**src/rtl/fd_pkg.sv**
```systemverilog
// Shared face-detect definitions: frame geometry, pixel layout, skin thresholds
// and the bounding-box FSM state type.
package fd_pkg;

  localparam int unsigned H_ACTIVE = 640;
  localparam int unsigned V_ACTIVE = 480;

  localparam int unsigned RGB_W = 12;
  localparam int unsigned POS_W = 10;
  localparam int unsigned CNT_W = 19;

  localparam int unsigned R_LSB = 8;
  localparam int unsigned G_LSB = 4;
  localparam int unsigned B_LSB = 0;

  localparam logic [3:0] R_MIN_DEF    = 4'd6;
  localparam logic [3:0] DIFF_MIN_DEF = 4'd2;

  typedef struct packed {
    logic [3:0] r;
    logic [3:0] g;
    logic [3:0] b;
  } rgb444_t;

  typedef enum logic [1:0] {
    ARM,
    ACCUM,
    LATCH
  } state_e;

endpackage

```
**src/rtl/skin_classifier.sv**
```systemverilog
// Combinational RGB444 skin test: red dominant, bright enough, and clearly redder than green.
module skin_classifier
  import fd_pkg::*;
#(
  parameter logic [3:0] R_MIN    = R_MIN_DEF,
  parameter logic [3:0] DIFF_MIN = DIFF_MIN_DEF
) (
  input  logic [RGB_W-1:0] rgb,
  output logic             skin_c
);

  rgb444_t    px;
  logic [3:0] diff;

  always_comb begin
    px     = '{r: rgb[R_LSB +: 4], g: rgb[G_LSB +: 4], b: rgb[B_LSB +: 4]};
    // r-g only meaningful when r>g; forcing 0 otherwise avoids wraparound
    diff   = (px.r > px.g) ? (px.r - px.g) : 4'd0;
    skin_c = (px.r > px.g) && (px.r > px.b) && (px.r >= R_MIN) && (diff >= DIFF_MIN);
  end

endmodule

```
**src/rtl/skin_bbox_detector.sv**
```systemverilog
// Per-frame skin bounding box: accumulates over a frame, publishes at vsync fall,
// and overlays the published box border on the pixel stream with one cycle latency.
module skin_bbox_detector
  import fd_pkg::*;
#(
  parameter int unsigned H_ACTIVE   = fd_pkg::H_ACTIVE,
  parameter int unsigned V_ACTIVE   = fd_pkg::V_ACTIVE,
  parameter logic [3:0]  R_MIN      = R_MIN_DEF,
  parameter logic [3:0]  DIFF_MIN   = DIFF_MIN_DEF,
  parameter logic [18:0] MIN_PIXELS = 19'd256,
  parameter logic [11:0] BOX_COLOR  = 12'h0F0
) (
  input  logic             clk,
  input  logic             rst_n,
  input  logic [RGB_W-1:0] rgb_in,
  input  logic             valid_in,
  input  logic             vsync,
  input  logic             overlay_en,
  output logic [RGB_W-1:0] rgb_out,
  output logic             valid_out,
  output logic             box_valid,
  output logic [POS_W-1:0] box_x_min,
  output logic [POS_W-1:0] box_x_max,
  output logic [POS_W-1:0] box_y_min,
  output logic [POS_W-1:0] box_y_max,
  output logic [CNT_W-1:0] skin_count
);

  localparam logic [POS_W-1:0] X_LAST  = POS_W'(H_ACTIVE - 1);
  localparam logic [POS_W-1:0] Y_LAST  = POS_W'(V_ACTIVE - 1);
  localparam logic [POS_W-1:0] MIN_INIT = '1;

  state_e             state_q, state_d;
  logic               vsync_q, valid_q, fb_q, fb_d;
  logic [POS_W-1:0]   x_q, x_d, y_q, y_d;
  logic [POS_W-1:0]   acc_xmin_q, acc_xmin_d, acc_xmax_q, acc_xmax_d;
  logic [POS_W-1:0]   acc_ymin_q, acc_ymin_d, acc_ymax_q, acc_ymax_d;
  logic [CNT_W-1:0]   acc_cnt_q, acc_cnt_d;
  logic [POS_W-1:0]   bx_min_q, bx_min_d, bx_max_q, bx_max_d;
  logic [POS_W-1:0]   by_min_q, by_min_d, by_max_q, by_max_d;
  logic [CNT_W-1:0]   cnt_q, cnt_d;
  logic               bvalid_q, bvalid_d;
  logic [RGB_W-1:0]   rgb_out_q, rgb_out_d;
  logic               valid_out_q, valid_out_d;
  logic               skin_c, in_x_c, in_y_c, border_c;

  skin_classifier #(.R_MIN(R_MIN), .DIFF_MIN(DIFF_MIN)) u_cls (
    .rgb    (rgb_in),
    .skin_c (skin_c)
  );

  always_comb begin
    fb_d        = vsync_q & ~vsync;
    state_d     = state_q;
    x_d         = x_q;
    y_d         = y_q;
    acc_xmin_d  = acc_xmin_q;
    acc_xmax_d  = acc_xmax_q;
    acc_ymin_d  = acc_ymin_q;
    acc_ymax_d  = acc_ymax_q;
    acc_cnt_d   = acc_cnt_q;
    bx_min_d    = bx_min_q;
    bx_max_d    = bx_max_q;
    by_min_d    = by_min_q;
    by_max_d    = by_max_q;
    cnt_d       = cnt_q;
    bvalid_d    = bvalid_q;

    // position counters; the registered boundary and LATCH both restart them
    if (fb_q || (state_q == LATCH)) begin
      x_d = '0;
      y_d = '0;
    end else if (valid_in) begin
      if (x_q != X_LAST) x_d = x_q + POS_W'(1);
    end else if (valid_q) begin
      x_d = '0;
      if (y_q != Y_LAST) y_d = y_q + POS_W'(1);
    end

    case (state_q)
      ARM: begin
        if (fb_q) begin
          acc_xmin_d = MIN_INIT;
          acc_xmax_d = '0;
          acc_ymin_d = MIN_INIT;
          acc_ymax_d = '0;
          acc_cnt_d  = '0;
          state_d    = ACCUM;
        end
      end
      ACCUM: begin
        if (valid_in && skin_c) begin
          if (x_q < acc_xmin_q) acc_xmin_d = x_q;
          if (x_q > acc_xmax_q) acc_xmax_d = x_q;
          if (y_q < acc_ymin_q) acc_ymin_d = y_q;
          if (y_q > acc_ymax_q) acc_ymax_d = y_q;
          if (acc_cnt_q != '1) acc_cnt_d = acc_cnt_q + CNT_W'(1);
        end
        if (fb_q) state_d = LATCH;
      end
      LATCH: begin
        bx_min_d   = acc_xmin_q;
        bx_max_d   = acc_xmax_q;
        by_min_d   = acc_ymin_q;
        by_max_d   = acc_ymax_q;
        cnt_d      = acc_cnt_q;
        bvalid_d   = (acc_cnt_q >= MIN_PIXELS);
        acc_xmin_d = MIN_INIT;
        acc_xmax_d = '0;
        acc_ymin_d = MIN_INIT;
        acc_ymax_d = '0;
        acc_cnt_d  = '0;
        state_d    = ACCUM;
      end
      default: state_d = ARM;
    endcase

    // overlay against the published (previous frame) box
    in_x_c      = (x_q >= bx_min_q) && (x_q <= bx_max_q);
    in_y_c      = (y_q >= by_min_q) && (y_q <= by_max_q);
    border_c    = bvalid_q && overlay_en &&
                  ((((x_q == bx_min_q) || (x_q == bx_max_q)) && in_y_c) ||
                   (((y_q == by_min_q) || (y_q == by_max_q)) && in_x_c));
    valid_out_d = valid_in;
    rgb_out_d   = valid_in ? (border_c ? BOX_COLOR : rgb_in) : '0;
  end

  always_ff @(posedge clk or negedge rst_n) begin
    if (!rst_n) begin
      state_q     <= ARM;
      vsync_q     <= 1'b0;
      valid_q     <= 1'b0;
      fb_q        <= 1'b0;
      x_q         <= '0;
      y_q         <= '0;
      acc_xmin_q  <= MIN_INIT;
      acc_xmax_q  <= '0;
      acc_ymin_q  <= MIN_INIT;
      acc_ymax_q  <= '0;
      acc_cnt_q   <= '0;
      bx_min_q    <= '0;
      bx_max_q    <= '0;
      by_min_q    <= '0;
      by_max_q    <= '0;
      cnt_q       <= '0;
      bvalid_q    <= 1'b0;
      rgb_out_q   <= '0;
      valid_out_q <= 1'b0;
    end else begin
      state_q     <= state_d;
      vsync_q     <= vsync;
      valid_q     <= valid_in;
      fb_q        <= fb_d;
      x_q         <= x_d;
      y_q         <= y_d;
      acc_xmin_q  <= acc_xmin_d;
      acc_xmax_q  <= acc_xmax_d;
      acc_ymin_q  <= acc_ymin_d;
      acc_ymax_q  <= acc_ymax_d;
      acc_cnt_q   <= acc_cnt_d;
      bx_min_q    <= bx_min_d;
      bx_max_q    <= bx_max_d;
      by_min_q    <= by_min_d;
      by_max_q    <= by_max_d;
      cnt_q       <= cnt_d;
      bvalid_q    <= bvalid_d;
      rgb_out_q   <= rgb_out_d;
      valid_out_q <= valid_out_d;
    end
  end

  assign rgb_out    = rgb_out_q;
  assign valid_out  = valid_out_q;
  assign box_valid  = bvalid_q;
  assign box_x_min  = bx_min_q;
  assign box_x_max  = bx_max_q;
  assign box_y_min  = by_min_q;
  assign box_y_max  = by_max_q;
  assign skin_count = cnt_q;

endmodule

```
**config.mk**
```make
export PLATFORM = sky130hd
export DESIGN_NAME = skin_bbox_detector
export DESIGN_NICKNAME = d
export VERILOG_FILES = /design/src/rtl/fd_pkg.sv /design/src/rtl/skin_classifier.sv /design/src/rtl/skin_bbox_detector.sv
export SDC_FILE = /design/constraint.sdc
export NUM_CORES = 1
export LEC_CHECK = 0
export CORE_MARGIN = 8
export CORE_UTILIZATION = 40
export DETAILED_ROUTE_END_ITERATION = 7
export GPL_ROUTABILITY_DRIVEN = 0
export GPL_TIMING_DRIVEN = 0
export PLACE_DENSITY_LB_ADDON = 0.05
export SYNTH_ARGS = -nofsm -noshare
export SYNTH_HDL_FRONTEND = slang
export SYNTH_SLANG_ARGS = --single-unit
```
**constraint.sdc**
```tcl
create_clock -name clk -period 4.8 [get_ports clk]
set_input_delay 1.2 -clock clk [delete_from_list [all_inputs] [get_ports clk]]
set_output_delay 1.2 -clock clk [all_outputs]
set_load 0.01 [all_outputs]
```
# ---- After elaboration in Yosys (flattened, before gate mapping)
# Index checks and enable logic that the tools add are counted.
dict set report totals {
  register_bits 156
  input_bits 17
  word_cells 115
}
dict set report op_classes {
  addsub 4
  n_lt_le_gt_ge 13
  eq_ne 19
  mux 32
  bitwise 2
  n_reduce_logical 27
}
# cell n
set ops {}
lappend ops {{$mux 10} 18}
lappend ops {{$pmux 10 s3} 4}
lappend ops {{$mux 19} 3}
lappend ops {{$pmux 19 s3} 1}
lappend ops {{$eq 10x10->1} 4}
lappend ops {{$mux 12} 2}
lappend ops {{$add 10x1->10 const B} 2}
lappend ops {{$ge 10x10->1} 2}
lappend ops {{$gt 10x10->1} 2}
lappend ops {{$le 10x10->1} 2}
lappend ops {{$lt 10x10->1} 2}
lappend ops {{$reduce_and 4->1} 5}
lappend ops {{$add 19x1->19 const B} 1}
lappend ops {{$ge 19x9->1 const B} 1}
lappend ops {{$ne 19x19->1 const B} 1}
lappend ops {{$ne 2x2->1 const B} 8}
lappend ops {{$logic_and 1x1->1} 10}
lappend ops {{$ne 10x10->1 const B} 1}
lappend ops {{$ne 10x9->1 const B} 1}
lappend ops {{$gt 4x4->1} 2}
lappend ops {{$pmux 2 s3} 1}
lappend ops {{$reduce_bool 3->1} 2}
lappend ops {{$ge 4x2->1 const B} 1}
lappend ops {{$ge 4x3->1 const B} 1}
lappend ops {{other kinds (14)} 20}

# ---- Logic depth before layout (Yosys ltp)
# Gate-level depths: netlist of the first run.
dict set report logic_depth {
  depth_word 7
  mapped_depth 12
  mapped_depth_nobuf 10
}

# ---- Modules after synthesis
# From an unflattened synthesis of the first run, not the netlist that was laid out.
dict set report unflattened {
  hier_cells 965
  area_unflattened_um2 9069.9
}
# module instances cells_each area_per_inst_um2 seq_area_each_um2
set modules_own_cells {}
lappend modules_own_cells {skin_bbox_detector 1 933 8804.7 3928.8}
lappend modules_own_cells {skin_classifier 1 32 265.3 0.0}

# ---- Least setup slack after synthesis of the first run
# OpenSTA, ideal clock, no wires.
dict set report synth_timing {
  path_type {input port to flip-flop}
  startpoint {in rgb_in[8]}
  endpoint {reg acc_cnt_q[13]}
  setup_time_ns 0.078
  arrival_time_ns 3.119
  required_ns 4.722
  setup_slack_ns 1.603
  stages 10
  n_path_buf 0
  cell_sequence {inv_1 > ha_1 > inv_1 > fa_1 > xor2_1 > nor3_1 > o21a_1 > a211o_2 > or4_1 > a21oi_1}
}
dict set report synth_between {
  elab_chain_cells 7
  word_cells_on_any_way 12
}
# element line
set synth_lines {}
lappend synth_lines {{start, declared} skin_bbox_detector.sv:15} ;# input logic [RGB_W-1:0] rgb_in,
lappend synth_lines {{$sub 4x4->4, or another cell as far along} skin_classifier.sv:18} ;# diff = (px.r > px.g) ? (px.r - px.g) : 4'd0;
lappend synth_lines {{$mux 4 or $logic_and 1x1->1 (tied branches)} {skin_classifier.sv:18, skin_classifier.sv:19}}
lappend synth_lines {{$ge 4x2->1 or $logic_and 1x1->1 (tied branches)} skin_classifier.sv:19} ;# skin_c = (px.r > px.g) && (px.r > px.b) && (px.r >= R_MIN) && (diff >= DIFF_MIN);
lappend synth_lines {{$logic_and 1x1->1 *} skin_classifier.sv:19}
lappend synth_lines {{$logic_and 1x1->1 *} skin_bbox_detector.sv:92} ;# if (valid_in && skin_c) begin
lappend synth_lines {{$ne 2x2->1 (no line) *} n/a}
lappend synth_lines {{$reduce_and 4->1 (no line) *} n/a}
lappend synth_lines {{end signal, assigned} skin_bbox_detector.sv:160} ;# acc_cnt_q <= acc_cnt_d;
lappend synth_lines {{end, declared} skin_bbox_detector.sv:38} ;# logic [CNT_W-1:0] acc_cnt_q, acc_cnt_d;
# Every way passes the cells marked *; elsewhere a longest branch is shown, timed or not.
# A chain may end at the register's enable or synchronous reset.

# ---- Final worst setup path of the first run
dict set report layout_timing {
  startpoint {in rgb_in[8]}
  endpoint {reg acc_xmax_q[3]}
}
dict set report layout_between {
  elab_chain_cells 7
  word_cells_on_any_way 12
}
# element line
set layout_lines {}
lappend layout_lines {{$sub 4x4->4, or another cell as far along} skin_classifier.sv:18}
lappend layout_lines {{$mux 4 or $logic_and 1x1->1 (tied branches)} {skin_classifier.sv:18, skin_classifier.sv:19}}
lappend layout_lines {{$ge 4x2->1 or $logic_and 1x1->1 (tied branches)} skin_classifier.sv:19}
lappend layout_lines {{$logic_and 1x1->1 *} skin_classifier.sv:19}
lappend layout_lines {{$logic_and 1x1->1 *} skin_bbox_detector.sv:92}
lappend layout_lines {{$ne 2x2->1 (no line) *} n/a}
lappend layout_lines {{$reduce_and 4->1 (no line) *} n/a}
lappend layout_lines {{end signal, assigned} skin_bbox_detector.sv:157} ;# acc_xmax_q <= acc_xmax_d;
lappend layout_lines {{end, declared} skin_bbox_detector.sv:36} ;# logic [POS_W-1:0] acc_xmin_q, acc_xmin_d, acc_xmax_q, acc_xmax_d;
# Marked as above.

==> flow_metrics.py, run 1 <==
metrics = {
    "power_and_ir_drop": {
        "p_switching_mw": 1.69,
        "power_leakage_nw": 4.96,
        "clkPwrFrac_pct": 28.3,
        "power.density_nw_per_um2": 473,
        "sequentialPowerShare_pct": 37.6,
        "power_switching_share_pct": 34.0,
        "power_frac_comb_pct": 34.0,
        "vdd_drop_max_mv": 0.253,
        "power_report.internal_total_mw": 3.28,
    },
    "timing": {
        "clock.fmax_mhz": 269,
        "slew_headroom_pct": 5.97,
        "final-max-slew-violation-count": 0,
        "grt_setup_unrepaired": "no",
        "layout_min_cycle_time_ns": 3.72,
        "setup_viol": 0,
        "final_min_period_over_clock_period_pct": 77.6,
        "worst-slew-pin-transition_ns": 1.41,
        "fin_setup_tns_ns": 0,
        "fin_skew_ns": 0.0102,
        "post-route-worst-setup-slack_ns": 1.08,
        "finalHoldViolCount": 0,
    },
    "placed_design": {
        "buffer_ports.inserted": 89,
        "post-dp-hpwl_um": 16300,
        "dp_worst_setup_slack_ns": 0.638,
    },
    "worst_setup_path": {
        "crit_path_end": "acc_xmax_q[3]",
        "r2r.worst_path.cells": 7,
        "timing.critical_path.from": "rgb_in[8]",
        "cp_data_arrival_time_ns": 4.09,
        "crit_path_end_kind": "flop",
        "setup.worst_path.class": "in2reg",
        "r2r_end": "rgb_out[2]",
        "worst_r2r_startpoint": "y_q[7]",
        "startpoint_type": "input port",
        "required_ns": 5.16,
        "ff2ff_setup_slack_ns": 1.47,
        "timing.critical_path.fanout_max": 10,
    },
    "floorplan": {
        "design.die.area_um2": 26500,
        "die_w_um": 163,
        "chipHeight_um": 163,
        "core.rowCount": 53,
        "io_pins": 90,
        "floorplan.initialDensity_pct": 40.9,
        "core_area_um2": 21100,
    },
    "logic_synthesis": {
        "ys_seq_elements": 156,
        "synth_seq_area_share_pct": 45.6,
        "syn-mean-instance-area_um2": 9.37,
        "synth.cell_area_um2": 8620,
        "synth.top_cells.by_area": "sky130_fd_sc_hd__dfrtp_1 39%, sky130_fd_sc_hd__ha_1 13%, sky130_fd_sc_hd__nand2_1 7.0%, sky130_fd_sc_hd__dfstp_2 6.1%, sky130_fd_sc_hd__inv_1 4.4%",
        "yosysUniqueCellTypes": 62,
        "yosysWarnings": 0,
        "dominantRegCellSynth": "sky130_fd_sc_hd__dfrtp_1",
        "synthArstFlopShare_pct": 100,
        "synthDominantAreaCellType": "sky130_fd_sc_hd__dfrtp_1",
        "synth_common_cells": "160 x sky130_fd_sc_hd__nand2_1, 136 x sky130_fd_sc_hd__dfrtp_1, 100 x sky130_fd_sc_hd__inv_1",
        "net_count_after_synthesis": 1028,
        "synth.most_common_cell": "sky130_fd_sc_hd__nand2_1",
        "netlist_instances": 920,
        "synth_edf_count": 0,
        "synth_top_area_share_pct": 39.5,
    },
    "drt": {
        "drc": 0,
        "route.detailed.vias_per_inst": 5.24,
        "drt-initial-drc-count": 334,
        "detail_route.first_pass.iterations": 4,
        "vias": 6898,
        "average_wire_length_per_cell_after_detail_routing_um": 17.2,
        "detail_route.wirelength_um": 22700,
        "detail-route-antenna-nets": 0,
    },
    "layout": {
        "post_route_cells_drive_above_1_share_pct": 6.53,
        "n_fill_cell": 2023,
        "n_antenna_cell": 0,
        "area_delta_synth_final_pct": 21.8,
        "multiInputGateArea_um2": 4180,
        "seq_cell_area_um2": 3930,
        "nets": 1137,
    },
    "cts": {
        "cts.sinks": 156,
        "cts_resized": 0,
        "holdBufCountCts": 0,
        "clkTransAtPathRegs_ns": 0.07,
        "clock_tree.buffer_depth": 2,
        "clock_tree.root_cell": "sky130_fd_sc_hd__clkbuf_16",
        "cts_setup_buffers": 0,
        "cts_inserted_buffers": 17,
        "clk_latency_ns": 0.43,
        "cts_htree_levels": 4,
        "tritoncts": "done",
    },
    "grt": {
        "groute.usage.overall_pct": 17.8,
        "grt_pass1_wl_um": 37900,
        "number_of_antenna_violations_at_the_first_check_in_global_routing": 0,
        "grt_max_degree": 112,
        "globalRouteOverflowTotal": 0,
        "first_global_vias": 7135,
    },
    "hold_path": {
        "timing.hold.worst.class": "reg2reg",
    },
    "outcome": {
        "outcome": "complete, no violations",
    },
    "run": {
        "timing.max_cap.violations": 0,
    },
}
per-layer routing:
metal / track usage [%] / wire, um
met5: 0 / 0
met4: 4.88 / 242
met3: 3.61 / 1090
met2: 27.8 / 10000
met1: 24.7 / 11300
worst min path at each step:
| stage | start | end | slack [ns] | cells past startpoint |
|---|---|---|---|---|
| floorplan | vsync_q | fb_q | 0.44 | 1 |
| global placement | vsync_q | fb_q | 0.46 | 1 |
| detailed placement | skin_count[16] | skin_count[16] | 0.46 | 2 |
| CTS | skin_count[2] | skin_count[2] | 0.48 | 2 |
| global route | vsync_q | fb_q | 0.49 | 1 |
| finish | skin_count[7] | skin_count[7] | 0.47 | 2 |
through the flow:
step	std cells	hold WS [ns]	utilization, %	instance area, um^2	power (mW)
3_5_place_dp	1285	0.461	46.9	9890	3.61
2_1_floorplan	920	0.439	-	8620	2.81
5_1_grt	1317	0.492	49.8	10500	5.32
4_1_cts	1317	0.479	49.8	10500	5.04
3_3_place_gp	1284	0.461	46.7	9860	3.59
6_report	1317	0.471	49.8	10500	4.97
final cells by class:
class | count | share of cell area [%]
multi-input cells | 632 | 39.8
clock inverters | 11 | 1.35
inverters | 100 | 3.57
flip-flops and latches | 156 | 37.4
plain buffers | 32 | 1.31
well taps | 275 | 3.28
repair buffers | 90 | 8.79
clock buffers | 21 | 4.48
power by group through the flow:
stage | registers [mW] | logic [mW] | clock network (mW)
after floorplan | 1.92 | 0.888 | 0
after global placement | 1.89 | 1.70 | 0
after detailed placement | 1.89 | 1.72 | 0
after CTS | 1.87 | 1.73 | 1.44
after global routing | 1.91 | 1.91 | 1.50
final | 1.87 | 1.69 | 1.41
cell usage in the layout (no fill, tap or decap), types with 16 or more instances in the layout:
| cell type | n |
|---|---|
| sky130_fd_sc_hd__nor3_1 | 16 |
| sky130_fd_sc_hd__nand4_1 | 20 |
| sky130_fd_sc_hd__a21oi_1 | 39 |
| sky130_fd_sc_hd__ha_1 | 90 |
| sky130_fd_sc_hd__nand3_1 | 17 |
| sky130_fd_sc_hd__nor2_1 | 32 |
| sky130_fd_sc_hd__clkdlybuf4s50_1 | 88 |
| sky130_fd_sc_hd__dfstp_2 | 20 |
| sky130_fd_sc_hd__nand2_1 | 160 |
| sky130_fd_sc_hd__dfrtp_1 | 136 |
| sky130_fd_sc_hd__a21o_1 | 16 |
| sky130_fd_sc_hd__inv_1 | 100 |
| sky130_fd_sc_hd__o21ai_0 | 70 |
| sky130_fd_sc_hd__clkbuf_16 | 17 |
| sky130_fd_sc_hd__clkbuf_1 | 23 |
| sky130_fd_sc_hd__o22a_1 | 20 |
cells by family after synthesis:
logic type	synth area share (%)
AND/OR/NAND/NOR	16.6
AO/OA/AOI/OAI	16.0
flip-flops	45.6
buffers and inverters	5.95
adder cells (fa/ha/maj)	13.3
XOR/XNOR	1.42
multiplexers	1.16
worst max-delay path, cell delays in order:
cell and delay, ns:
sky130_fd_sc_hd__clkdlybuf4s50_1 0.40, sky130_fd_sc_hd__inv_1 0.12, sky130_fd_sc_hd__ha_1 0.18, sky130_fd_sc_hd__inv_1 0.05, sky130_fd_sc_hd__fa_1 0.39, sky130_fd_sc_hd__a21o_1 0.17, sky130_fd_sc_hd__a21o_1 0.18, sky130_fd_sc_hd__o2111a_1 0.15
sky130_fd_sc_hd__a21oi_1 0.50, sky130_fd_sc_hd__a21o_1 0.14, sky130_fd_sc_hd__clkbuf_1 0.40, sky130_fd_sc_hd__a22o_1 0.20
(Power assumes the default switching activity.)
==> run 2, diff against run 1 <==
==> constraint.sdc (replaced) <==
create_clock -name clk -period 3.2 [get_ports clk]
set_input_delay 0.8 -clock clk [delete_from_list [all_inputs] [get_ports clk]]
set_output_delay 0.8 -clock clk [all_outputs]
set_load 0.01 [all_outputs]
==> flow_metrics.py, run 2 (same netlist as run 1, synthesis figures left out) <==
metrics = {
    "floorplan": {
        "chipHeight_um": 163,
        "floorplan.initialDensity_pct": 40.9,
        "io_pins": 90,
        "die_w_um": 163,
        "core.rowCount": 53,
        "core_area_um2": 21100,
        "design.die.area_um2": 26500,
    },
    "power_and_ir_drop": {
        "power_frac_comb_pct": 34.3,
        "power.density_nw_per_um2": 711,
        "power_report.internal_total_mw": 4.93,
        "sequentialPowerShare_pct": 37.5,
        "p_switching_mw": 2.55,
        "clkPwrFrac_pct": 28.3,
        "power_switching_share_pct": 34.1,
        "power_leakage_nw": 4.96,
        "design_power_total_mw": 7.48,
        "vdd_drop_max_mv": 0.384,
    },
    "drt": {
        "detail_route.wirelength_um": 22700,
        "route.detailed.vias_per_inst": 5.23,
        "detail-route-antenna-nets": 0,
        "drc": 0,
        "average_wire_length_per_cell_after_detail_routing_um": 17.3,
        "detail_route.first_pass.iterations": 4,
        "vias": 6881,
        "drt-initial-drc-count": 332,
    },
    "layout": {
        "most_used_cells_in_the_layout_excluding_fill_and_tap_cells": "160 x sky130_fd_sc_hd__nand2_1, 136 x sky130_fd_sc_hd__dfrtp_1, 100 x sky130_fd_sc_hd__inv_1",
        "util_after_layout_pct": 49.9,
        "area_delta_synth_final_pct": 22.1,
        "final_cells": 1316,
        "post_route_cells_drive_above_1_share_pct": 7.11,
        "mostFrequentLayoutCell": "sky130_fd_sc_hd__nand2_1",
        "nets": 1136,
        "n_antenna_cell": 0,
        "design_area_um2": 10500,
    },
    "worst_setup_path": {
        "worst_r2r_startpoint": "y_q[7]",
        "r2r.worst_path.cells": 7,
        "timing.critical_path.fanout_max": 10,
        "setup.worst_path.class": "in2reg",
        "cp_data_arrival_time_ns": 3.38,
        "ff2ff_setup_slack_ns": 0.33,
        "timing.critical_path.from": "rgb_in[8]",
        "crit_path_end_kind": "flop",
        "r2r_end": "rgb_out[2]",
        "required_ns": 3.56,
        "startpoint_type": "input port",
        "crit_path_end": "acc_xmax_q[3]",
    },
    "outcome": {
        "outcome": "complete, no violations",
    },
    "timing": {
        "setup_viol": 0,
        "layout_min_cycle_time_ns": 3.02,
        "worst-slew-pin-transition_ns": 0.805,
        "final-max-slew-violation-count": 0,
        "worst_hold_slack_ns": 0.267,
        "fin_skew_ns": 0.00963,
        "slew_headroom_pct": 46.4,
        "finalHoldViolCount": 0,
        "grt_setup_unrepaired": "yes",
        "final_min_period_over_clock_period_pct": 94.2,
        "clock.fmax_mhz": 332,
    },
    "cts": {
        "clkTransAtPathRegs_ns": 0.06,
        "clock_tree.buffer_depth": 2,
        "cts_htree_levels": 4,
        "clock_tree.root_cell": "sky130_fd_sc_hd__clkbuf_16",
        "cts.sinks": 156,
        "holdBufCountCts": 0,
        "clk_latency_ns": 0.43,
        "tritoncts": "done",
        "cts_inserted_buffers": 17,
    },
    "placed_design": {
        "post-dp-hpwl_um": 16300,
        "dpl_cell_area_um2": 9890,
        "buffer_ports.inserted": 89,
        "placed_cells_incl_taps": 1285,
    },
    "grt": {
        "globalRouteOverflowTotal": 0,
        "grt_max_degree": 112,
        "groute.usage.overall_pct": 17.8,
        "number_of_antenna_violations_at_the_first_check_in_global_routing": 0,
        "first_global_vias": 7147,
        "grt_pass1_wl_um": 37900,
    },
    "run": {
        "timing.max_cap.violations": 0,
    },
    "hold_path": {
        "timing.hold.worst.class": "in2async",
    },
}
run 2: power groups by stage:
stage | combinational (mW) | sequential [mW] | clock (mW)
CTS | 2.61 | 2.81 | 2.17
finish | 2.56 | 2.80 | 2.11
global placement | 2.55 | 2.84 | 0
floorplan | 1.33 | 2.89 | 0
global route | 2.89 | 2.87 | 2.24
detailed placement | 2.58 | 2.84 | 0
run 2: layer usage:
| layer | wire (um) | track usage, % | share of wire (%) | up-vias |
|---|---|---|---|---|
| met1 | 11500 | 24.6 | 50 | 3307 |
| met3 | 973 | 3.61 | 4.3 | 22 |
| li1 | - | - | - | 3448 |
| met5 | 0 | 0 | 0 | - |
| met4 | 253 | 4.88 | 1.1 | 0 |
| met2 | 10000 | 27.9 | 44 | 104 |
run 2: per-stage QoR:
stage,TNS [ns],setup WS (ns)
2_1_floorplan,0,0.403
3_3_place_gp,-821.77,-5.41
5_1_grt,-0.0968,-0.0166
6_report,0,0.185
4_1_cts,0,0.0661
3_5_place_dp,-23.26,-0.562
run 2: area by class of cell:
type,count,area (um^2)
Buffer,29,129
Clock buffer,21,470
Clock inverter,11,141
Fill cell,2024,10600
Inverter,100,375
Multi-Input combinational cell,632,4200
Sequential cell,156,3930
Tap cell,275,344
Timing Repair Buffer,92,938
run 2: critical path, stage by stage:
cell	delay (ns)
sky130_fd_sc_hd__clkdlybuf4s50_1	0.40
sky130_fd_sc_hd__inv_1	0.12
sky130_fd_sc_hd__ha_1	0.18
sky130_fd_sc_hd__inv_1	0.05
sky130_fd_sc_hd__fa_1	0.39
sky130_fd_sc_hd__xor2_1	0.21
sky130_fd_sc_hd__nor2_1	0.05
sky130_fd_sc_hd__o21ai_0	0.12
sky130_fd_sc_hd__a21oi_2	0.18
sky130_fd_sc_hd__nor3_2	0.62
sky130_fd_sc_hd__a22o_1	0.25
run 2: worst min-delay path by stage:
stage / from / endpoint
finish: rst_n / box_x_max[3]
global route: rst_n / box_x_max[3]
CTS: rst_n / box_x_max[3]
detailed placement: skin_count[16] / skin_count[16]
global placement: vsync_q / fb_q
floorplan: vsync_q / fb_q
run 2: repair_timing:
action,CTS,global route
pin swaps,0,1
endpoints found under the setup margin,38,43
resized for setup,2,3
buffers inserted,0,2
